==> src/rtl/ks_prefix_tail_pipe.sv <==
// Kogge-Stone adder tail: prefix layers 4 and 5 plus the sum/flag stage,
// arranged as a three-stage valid/ready pipeline with a completed-transfer counter.
`timescale 1ns/1ps
module ks_prefix_tail_pipe #(
  parameter int unsigned CNT_W = 16
) (
  input  logic             clk,
  input  logic             rst,
  input  logic [15:0]      H,
  input  logic [15:0]      I,
  input  logic [15:0]      P,
  input  logic             cin,
  input  logic             in_valid,
  output logic             in_ready,
  output logic [15:0]      S,
  output logic             cout,
  output logic             ovf,
  output logic             out_valid,
  input  logic             out_ready,
  output logic [CNT_W-1:0] op_count
);

  logic             v1, v2, v3;
  logic [15:0]      j1, k1, p1;
  logic             cin1;
  logic [15:0]      g2, pg2, p2;
  logic             cin2;
  logic [15:0]      s3;
  logic             cout3, ovf3;
  logic [CNT_W-1:0] cnt_q;

  logic             adv1, adv2, adv3;
  logic [15:0]      j_n, k_n, g_n, pg_n, s_n;
  logic [16:0]      c;

  // Each stage loads when empty or when the stage after it loads; this
  // collapses bubbles while the output is stalled.
  assign adv3     = !v3 || out_ready;
  assign adv2     = !v2 || adv3;
  assign adv1     = !v1 || adv2;
  assign in_ready = adv1 && !rst;

  always_comb begin
    j_n = H;
    k_n = I;
    for (int unsigned k = 4; k < 16; k++) begin
      j_n[k] = H[k] & H[k-4];
      k_n[k] = I[k] | (H[k] & I[k-4]);
    end
  end

  always_comb begin
    pg_n = j1;
    g_n  = k1;
    for (int unsigned k = 8; k < 16; k++) begin
      pg_n[k] = j1[k] & j1[k-8];
      g_n[k]  = k1[k] | (j1[k] & k1[k-8]);
    end
  end

  // After layer 5 every group reaches bit 0, so each carry needs only cin.
  always_comb begin
    c    = '0;
    c[0] = cin2;
    for (int unsigned k = 0; k < 16; k++) begin
      c[k+1] = g2[k] | (pg2[k] & cin2);
    end
    s_n = p2 ^ c[15:0];
  end

  always_ff @(posedge clk) begin
    if (rst) begin
      v1    <= 1'b0;
      v2    <= 1'b0;
      v3    <= 1'b0;
      j1    <= '0;
      k1    <= '0;
      p1    <= '0;
      cin1  <= 1'b0;
      g2    <= '0;
      pg2   <= '0;
      p2    <= '0;
      cin2  <= 1'b0;
      s3    <= '0;
      cout3 <= 1'b0;
      ovf3  <= 1'b0;
      cnt_q <= '0;
    end else begin
      if (adv1) begin
        v1   <= in_valid;
        j1   <= j_n;
        k1   <= k_n;
        p1   <= P;
        cin1 <= cin;
      end
      if (adv2) begin
        v2   <= v1;
        g2   <= g_n;
        pg2  <= pg_n;
        p2   <= p1;
        cin2 <= cin1;
      end
      if (adv3) begin
        v3    <= v2;
        s3    <= s_n;
        cout3 <= c[16];
        ovf3  <= c[16] ^ c[15];
      end
      if (v3 && out_ready) begin
        cnt_q <= cnt_q + CNT_W'(1);
      end
    end
  end

  assign out_valid = v3;
  assign S         = v3 ? s3 : '0;
  assign cout      = v3 ? cout3 : 1'b0;
  assign ovf       = v3 ? ovf3 : 1'b0;
  assign op_count  = cnt_q;

endmodule

==> config.mk <==
export PLATFORM = sky130hd
export DESIGN_NAME = ks_prefix_tail_pipe
export DESIGN_NICKNAME = d
export VERILOG_FILES = /design/src/rtl/ks_prefix_tail_pipe.sv
export SDC_FILE = /design/constraint.sdc
export NUM_CORES = 1
export LEC_CHECK = 0
export ABC_AREA = 1
export CORE_MARGIN = 4
export CORE_UTILIZATION = 32
export DETAILED_ROUTE_END_ITERATION = 7
export HOLD_SLACK_MARGIN = 0.05
export SLEW_MARGIN = 20
export SYNTH_ARGS = -nofsm -noshare
export SYNTH_HDL_FRONTEND = slang
export SYNTH_SLANG_ARGS = --single-unit
==> constraint.sdc <==
create_clock -name clk -period 1.8 [get_ports clk]
set_clock_uncertainty 0.15 [all_clocks]
set_input_delay 0.36 -clock clk [delete_from_list [all_inputs] [get_ports clk]]
set_output_delay 0.36 -clock clk [all_outputs]
set_load 0.005 [all_outputs]
# Yosys cells after proc, flatten, opt, wreduce, memory -nomap -nowiden
# Index checks and enable logic that the tools add are counted.
op_classes:
  add_sub_neg: 1
  mux: 3
  bitwise_logic: 94
  reduce_logical: 9
op_table:
  columns: ["op", "count"]
  rows:
  - ["bitwise AND 1 bit", 56]
  - ["bitwise OR 1 bit", 36]
  - ["adder 16 x 1 -> 16 bit (second input constant)", 1]
  - ["2-to-1 mux 16 bit", 1]
  - ["bitwise XOR 16 bit", 1]
  - ["logical NOT 1 bit", 4]
  - ["logical OR 1 bit", 3]
  - ["logical AND 1 bit", 2]
  - ["2-to-1 mux 1 bit", 2]
  - ["bitwise XOR 1 bit", 1]
totals:
  regBits: 135
  word_cells: 122

# Longest topological paths before layout
# Gate-level depths: netlist (run 1).
depth:
  depth_word: 5
  ltp_mapped: 9
  mapped_depth_nobuf: 9

# Worst setup path before layout (run 1)
# Ideal clock, no wire load.
synth_timing:
  path_type: "register to output"
  startpoint: "register v3 (netlist: out_valid)"
  endpoint: "output in_ready"
  t_arrival_ns: 0.969
  required_time_ns: 1.290
  path_slack_ns: 0.321
  stages_incl_launch_ff: 7
  n_path_buf: 1
  cell_sequence: "dfxtp_1 -> nand2_2 -> nor2_4 -> nand2_2 -> buf_2 -> nand2_1 -> inv_1"
synth_between:
  elab_chain_len: 5
synth_rtl:
  columns: ["item", "line_no", "rtl"]
  rows:
  - ["start: declaration", "23", "logic v1, v2, v3;"]
  - ["start signal: assignment", "104", "v3 <= v2;"]
  - ["logical NOT 1 bit", "38", "assign adv3 = !v3 || out_ready;"]
  - ["logical OR 1 bit", "38", null]
  - ["logical OR 1 bit", "39", "assign adv2 = !v2 || adv3;"]
  - ["logical OR 1 bit", "40", "assign adv1 = !v1 || adv2;"]
  - ["logical AND 1 bit", "41", "assign in_ready = adv1 && !rst;"]
  - ["end: declaration", "14", "output logic in_ready,"]
# No other way between the ends.

# Worst setup path after layout (run 1)
# Ends and elaborated chain as after synthesis.

==> reports/metrics.cfg, run 1 <==
[timing]
rsz0062_at_grt=true
finalMaxSlewViolations=0
setup_viol_count_final=3
worst_slack_ns=-0.0443
finalHoldViolations=0
max_freq_ghz=0.542
worstMarginPinSlew_ns=0.903
fin_crit_ns=1.84
slew-limit-headroom=0.398
post-route-period-util=1.02

[drt]
wl_per_cell_um=14.1
vias_per_cell=4.70
vias=4961
drt_first_pass_iters=5
ant_nets=0
wl_um=14900
drc_errors=0
first_iter_violations=316

[pwr]
p_seq_frac=0.475
switching_power_uw=1490
combPwrFrac=0.070
leakage_uw=0.00324
power_density_nw_per_um2=917
power_switching_share=0.220
peakVddDrop_uv=591
p_clk_frac=0.455
internal_power_uw=5280

[placement]
dpl.cell_count=1009
portBuffers=88
hpwl_um=9620
gp_congestion=0.788
pre_cts_slack_ns=-0.430

[finish]
n_antenna_cell=0
nNetsFinal=879
layout-drive-gt1-share=0.172
area_growth_pct=36.1
fin_util=0.445
multiInputGateArea_um2=2450
seq_area_um2=2740
final_cells=1055
fill_cells=1720

[outcome]
status=finished, violations left
violations=setup timing

[grt]
grtUsageMet1=0.219
grt_usage=0.154
grt_antenna_before_repair=0
grt_max_degree=84
grt_overflow=0
grt_pass1_vias=4762
grt_pass1_wl_um=24000
top_usage_layer=met2
grt_use_met3=0.0373
grtUsageMet2=0.229

[yosys]
syn-instance-count=725
yosys_warnings=0
ys_top_cells_by_area=dfxtp_1 50%, nand2_1 13%, a21oi_1 9.0%, nor2_1 4.8%, o21ai_0 4.3%
synth.cell_area_um2=5420
synth_seq_area_share=0.498
ys_async_sr_fraction=0
yosysMostFrequentCell=nand2_1
synth-seq-cells=135
synth_flop_cell=dfxtp_1
synth_edf_count=0
synth.avg_cell_area_um2=7.48
mappedNetlistNets=779
synth_common_cells=184 x nand2_1, 135 x dfxtp_1, 97 x a21oi_1
synth_area_leader_cell=dfxtp_1
yosysUniqueCellTypes=31
synth_top_area_frac=0.498

[setup_path]
crit_buf_inv=3
required_ns=1.29
crit_slowest_cell=dfxtp_4
cp_slowest_stage_delay_ns=0.39
cp.arrival_ns=1.33
end_kind=output pin
startpoint_type=flip-flop
cp_cell_sequence=buf_6 > nand2_4 > nor2_4 > nand2_2 > nand2_2 > inv_2 > buf_2
crit_type=reg -> out
path_delay_family=flip-flops
crit_top_cell=nand2_2
cp_max_fo=4

[worst_hold_path]
worst_hold_path_type=reg -> reg

[floorplan]
rows=47
start_util=0.327
ios=89
die_w_um=138
core_region_area_um2=16600
die_height_um=138
die_area_um2=19100

[clocking]
cts_hold_buf=0
clock-sinks=135
clkSlewWorstSetupHoldPaths_ns=0.05
ctsRootBufferMaster=clkbuf_16
clk_path_buf_depth=2
cts_tree=done
htree_num_levels=4
clk_latency_ns=0.41
cts_inserted_buffers=17

[run]
maxCapViolations=0

-- placed cells by master (no fill, tap or decap), drive strengths merged --
| master | Yosys | layout |
|---|---|---|
| nand2 | 188 | 188 |
| dfxtp | 135 | 135 |
| a21oi | 97 | 97 |
| nor2 | 74 | 74 |
| clkdlybuf4s50 | 0 | 54 |
| o21ai | 47 | 47 |
| buf | 22 | 45 |
| inv | 40 | 40 |
| nand3 | 39 | 39 |
| clkbuf | 20 | 31 |
| a31oi | 27 | 27 |
| or2 | 15 | 15 |
| dlygate4sd2 | 0 | 10 |
| clkinv | 0 | 4 |
| clkdlybuf4s15 | 0 | 4 |
| dlymetal6s2s | 0 | 4 |
| xor2 | 3 | 3 |
| a211oi | 3 | 3 |
| nand4 | 3 | 3 |
| nor3 | 3 | 3 |
| o21a | 2 | 2 |
| xnor2 | 2 | 2 |
| a21o | 1 | 1 |
| o21bai | 1 | 1 |
| and2 | 1 | 1 |
| nor2b | 1 | 1 |
| ha | 1 | 1 |
-- power groups by stage --
stage	Clock [uW]	Sequential, uW	Combinational [uW]
6_report	3080	3210	474
2_1_floorplan	0	3240	232
3_3_place_gp	0	3270	444
4_1_cts	3150	3210	472
3_5_place_dp	0	3270	449
5_1_grt	3300	3230	526
-- area by class of cell --
| class | instances | area share |
|---|---|---|
| Clock inverter | 4 | 0.00271 |
| Inverter | 40 | 0.0203 |
| Timing Repair Buffer | 123 | 0.168 |
| Tap cell | 220 | 0.0373 |
| Multi-Input combinational cell | 508 | 0.332 |
| Clock buffer | 25 | 0.0685 |
| Sequential cell | 135 | 0.371 |
-- layer usage --
| metal | share of wire | wire, um |
|---|---|---|
| met4 | 0.0055 | 82 |
| met3 | 0.041 | 616 |
| met1 | 0.49 | 7380 |
| met5 | 0 | 0 |
| met2 | 0.46 | 6840 |
-- cell families after synthesis --
kind of cell    count (synthesis)  share of synthesized area
compound gates                178                      0.174
xor+xnor                        5                    0.00808
fa+ha+maj                       1                    0.00231
buf+inv                        82                     0.0639
flops                         135                      0.498
simple gates                  324                      0.254
-- flip-flops by register name (all words and copies together) (netlist names) --
signal,cells
g2,16
j1,16
k1,16
op_count,16
p1,16
p2,16
pg2,16
s3,16
cin1,1
cin2,1
cout3,1
out_valid,1
ovf3,1
v1,1
v2,1
-- worst paths after layout --
check                           slack (ns)                    from                  end  cells past startpoint
worst min-delay path                  0.30     p1[12]$_SDFFE_PP0P_  p1[12]$_SDFFE_PP0P_                      2
worst max register to register        0.10  out_valid$_SDFFE_PP0P_   j1[4]$_SDFFE_PP0P_                     10
worst min register to register        0.30     p1[12]$_SDFFE_PP0P_  p1[12]$_SDFFE_PP0P_                      2
worst max-delay path                 -0.04  out_valid$_SDFFE_PP0P_             in_ready                      7
-- per-stage QoR --
step | setup TNS (ns) | total power, uW | hold slack (ns) | area [um2]
2_1_floorplan | 0 | 3480 | 0.287 | 5420
5_1_grt | -0.294 | 7060 | 0.326 | 7380
4_1_cts | -0.462 | 6830 | 0.306 | 7220
6_report | -0.124 | 6770 | 0.305 | 7380
3_3_place_gp | -23.41 | 3720 | 0.295 | 6560
3_5_place_dp | -24.72 | 3720 | 0.298 | 6560
-- worst register-to-register path, cell delays in order (launching register included) --
cell and delay, ns:
dfxtp_4 0.39, buf_6 0.13, buf_8 0.11, inv_2 0.04, nor2_4 0.12, nand2_4 0.08, nor2_4 0.12, buf_12 0.14
clkbuf_16 0.16, nand2_1 0.05, a21oi_1 0.12
-- repair_timing --
action | 4_1_cts | 5_1_grt
gates resized for setup | 98 | 56
pin swaps | 3 | 6
buffers inserted | 11 | 4
gates cloned | 2 | 2
setup endpoints to repair | 36 | 112
(Power assumes the default switching activity.)
==> run 2: changes to the inputs <==
==> constraint.sdc (replaced) <==
create_clock -name clk -period 1.8 [get_ports clk]
set_clock_uncertainty 0.15 [all_clocks]
set_input_delay 0.18 -clock clk [delete_from_list [all_inputs] [get_ports clk]]
set_output_delay 0.18 -clock clk [all_outputs]
set_load 0.005 [all_outputs]
==> reports/metrics.cfg, run 2 (synthesis gave the netlist of run 1 again) <==
[outcome]
status=complete, no violations

[worst_hold_path]
worst_hold_path_type=in -> reg

[setup_path]
cp.arrival_ns=1.39
cp_cell_sequence=clkdlybuf4s50_1
critPathCapture=op_count[7]
reg2reg_slack_ns=0.22
r2r-start=out_valid$_SDFFE_PP0P_
crit_start=op_count[7]$_SDFFE_PP0P_
cp_max_fo=5
crit_cells=1
crit_type=reg -> out
reg2reg_to=g2[10]$_SDFFE_PP0P_
crit_buf_inv=1
required_ns=1.47
end_kind=output pin
rr_worst_depth=8
path_delay_family=buffers and inverters
crit_slowest_cell=clkdlybuf4s50_1
startpoint_type=flip-flop
cp_slowest_stage_delay_ns=0.55

[pwr]
switching_power_uw=1530
power_uw=7170
p_clk_frac=0.489
combPwrFrac=0.062
p_seq_frac=0.448
peakVddDrop_uv=720
power_switching_share=0.214
leakage_uw=0.00305
internal_power_uw=5630
power_density_nw_per_um2=996

[grt]
grt_usage=0.150
grt_antenna_before_repair=0
grt_pass1_wl_um=23500
grt_max_degree=84
grt_pass1_vias=4612
grt_overflow=0

[floorplan]
die_area_um2=19100
ios=89
rows=47
start_util=0.327
core_region_area_um2=16600
die_w_um=138
die_height_um=138

[finish]
stdcell_area_um2=7200
n_antenna_cell=0
layout-drive-gt1-share=0.0994
nNetsFinal=866
layout_commonest_cell=nand2_1
area_growth_pct=32.7
final_cell_mix=184 x nand2_1, 132 x dfxtp_1, 97 x a21oi_1

[drt]
wl_per_cell_um=13.7
ant_nets=0
vias_per_cell=4.67
first_iter_violations=313
vias=4880
drt_first_pass_iters=7
wl_um=14300
drc_errors=0

[clocking]
clkSlewWorstSetupHoldPaths_ns=0.06
htree_num_levels=4
cts_hold_buf=0
clock-sinks=135
clk_path_buf_depth=2
cts_inserted_buffers=17
clk_latency_ns=0.42
ctsRootBufferMaster=clkbuf_16
cts_tree=done

[timing]
slew-limit-headroom=0.680
setup_viol_count_final=0
fin_crit_ns=1.72
finalHoldViolations=0
rsz0062_at_grt=false
max_freq_ghz=0.583
post-route-period-util=0.954
worstMarginPinSlew_ns=0.480
finalMaxSlewViolations=0

[placement]
hpwl_um=9750
dpl_cell_area_um2=6620
portBuffers=88
gp_congestion=0.797

[run]
maxCapViolations=0

-- run 2: changes by cell type in the layout (fill, tap and decap cells not counted), sizes merged --
cell,change
clkdlybuf4s15,-4
dlygate4sd2,+10
clkdlybuf4s50,+13
clkinv,+1
clkbuf,-8
buf,-22
dlymetal6s2s,-4
bufinv,+3
clkinvlp,+1
-- run 2: layout make-up --
| cell class | instances | area, um2 |
|---|---|---|
| repair buffers | 110 | 1090 |
| clock buffers | 23 | 478 |
| multi-input cells | 508 | 2370 |
| clock inverters | 9 | 123 |
| flip-flops and latches | 135 | 2710 |
| fillers | 1715 | 9390 |
| well taps | 220 | 275 |
| inverters | 40 | 150 |
-- run 2: power groups by stage --
| stage | logic, uW | clock network (uW) | registers (uW) |
|---|---|---|---|
| after floorplan | 232 | 0 | 3240 |
| after global placement | 447 | 0 | 3280 |
| after detailed placement | 452 | 0 | 3280 |
| after CTS | 450 | 3560 | 3210 |
| after global routing | 502 | 3700 | 3230 |
| final | 446 | 3510 | 3210 |
-- run 2: worst min-delay path by stage --
stage                                    from                        to  slack, ns  cells after the start
final                                     rst        p1[8]$_SDFFE_PP0P_       0.13                      3
after global routing                      rst       p1[11]$_SDFFE_PP0P_       0.15                      3
after CTS                                 rst  op_count[7]$_SDFFE_PP0P_       0.12                      3
after detailed placement    cin1$_SDFFE_PP0P_         cin1$_SDFFE_PP0P_       0.30                      2
after global placement    pg2[7]$_SDFFE_PP0P_       pg2[7]$_SDFFE_PP0P_       0.30                      2
after floorplan                      in_valid           v1$_SDFFE_PP0P_       0.15                      1
-- run 2: per-layer routing --
layer / up-vias / GRT usage / wire, um
li1: 2557 / - / -
met1: 2193 / 0.213 / 7360
met2: 110 / 0.220 / 6030
met3: 20 / 0.0407 / 698
met4: 0 / 0.0536 / 225
met5: - / 0 / 0
-- run 2: stage by stage --
| step | utilization | hold WS, ns | setup WS, ns | cells | TNS, ns |
|---|---|---|---|---|---|
| 2_1_floorplan | - | 0.154 | 0.382 | 725 | 0 |
| 3_3_place_gp | 0.399 | 0.300 | -0.0944 | 1013 | -0.0944 |
| 3_5_place_dp | 0.399 | 0.303 | -0.0757 | 1013 | -0.0998 |
| 4_1_cts | 0.434 | 0.123 | 0.0520 | 1045 | 0 |
| 5_1_grt | 0.434 | 0.147 | 0.00632 | 1045 | 0 |
| 6_report | 0.434 | 0.125 | 0.0833 | 1045 | 0 |
-- run 2: worst register-to-register path: stages (launching register included) --
cell and delay [ns]:
dfxtp_2 0.36, buf_12 0.17, inv_1 0.06, nor2_2 0.11, nand2_2 0.09, buf_4 0.17
buf_12 0.16, nand2_1 0.10, a31oi_1 0.09
-- run 2: repair_timing --
action	CTS	global route
buffers inserted	0	0
gates resized for setup	22	1
setup endpoints to repair	21	1
==> run 3: changes to the inputs <==
- GPL_ROUTABILITY_DRIVEN: not set -> 0
==> results of run 3 <==
Final layout, timing and power as in run 2 (identical DEF).
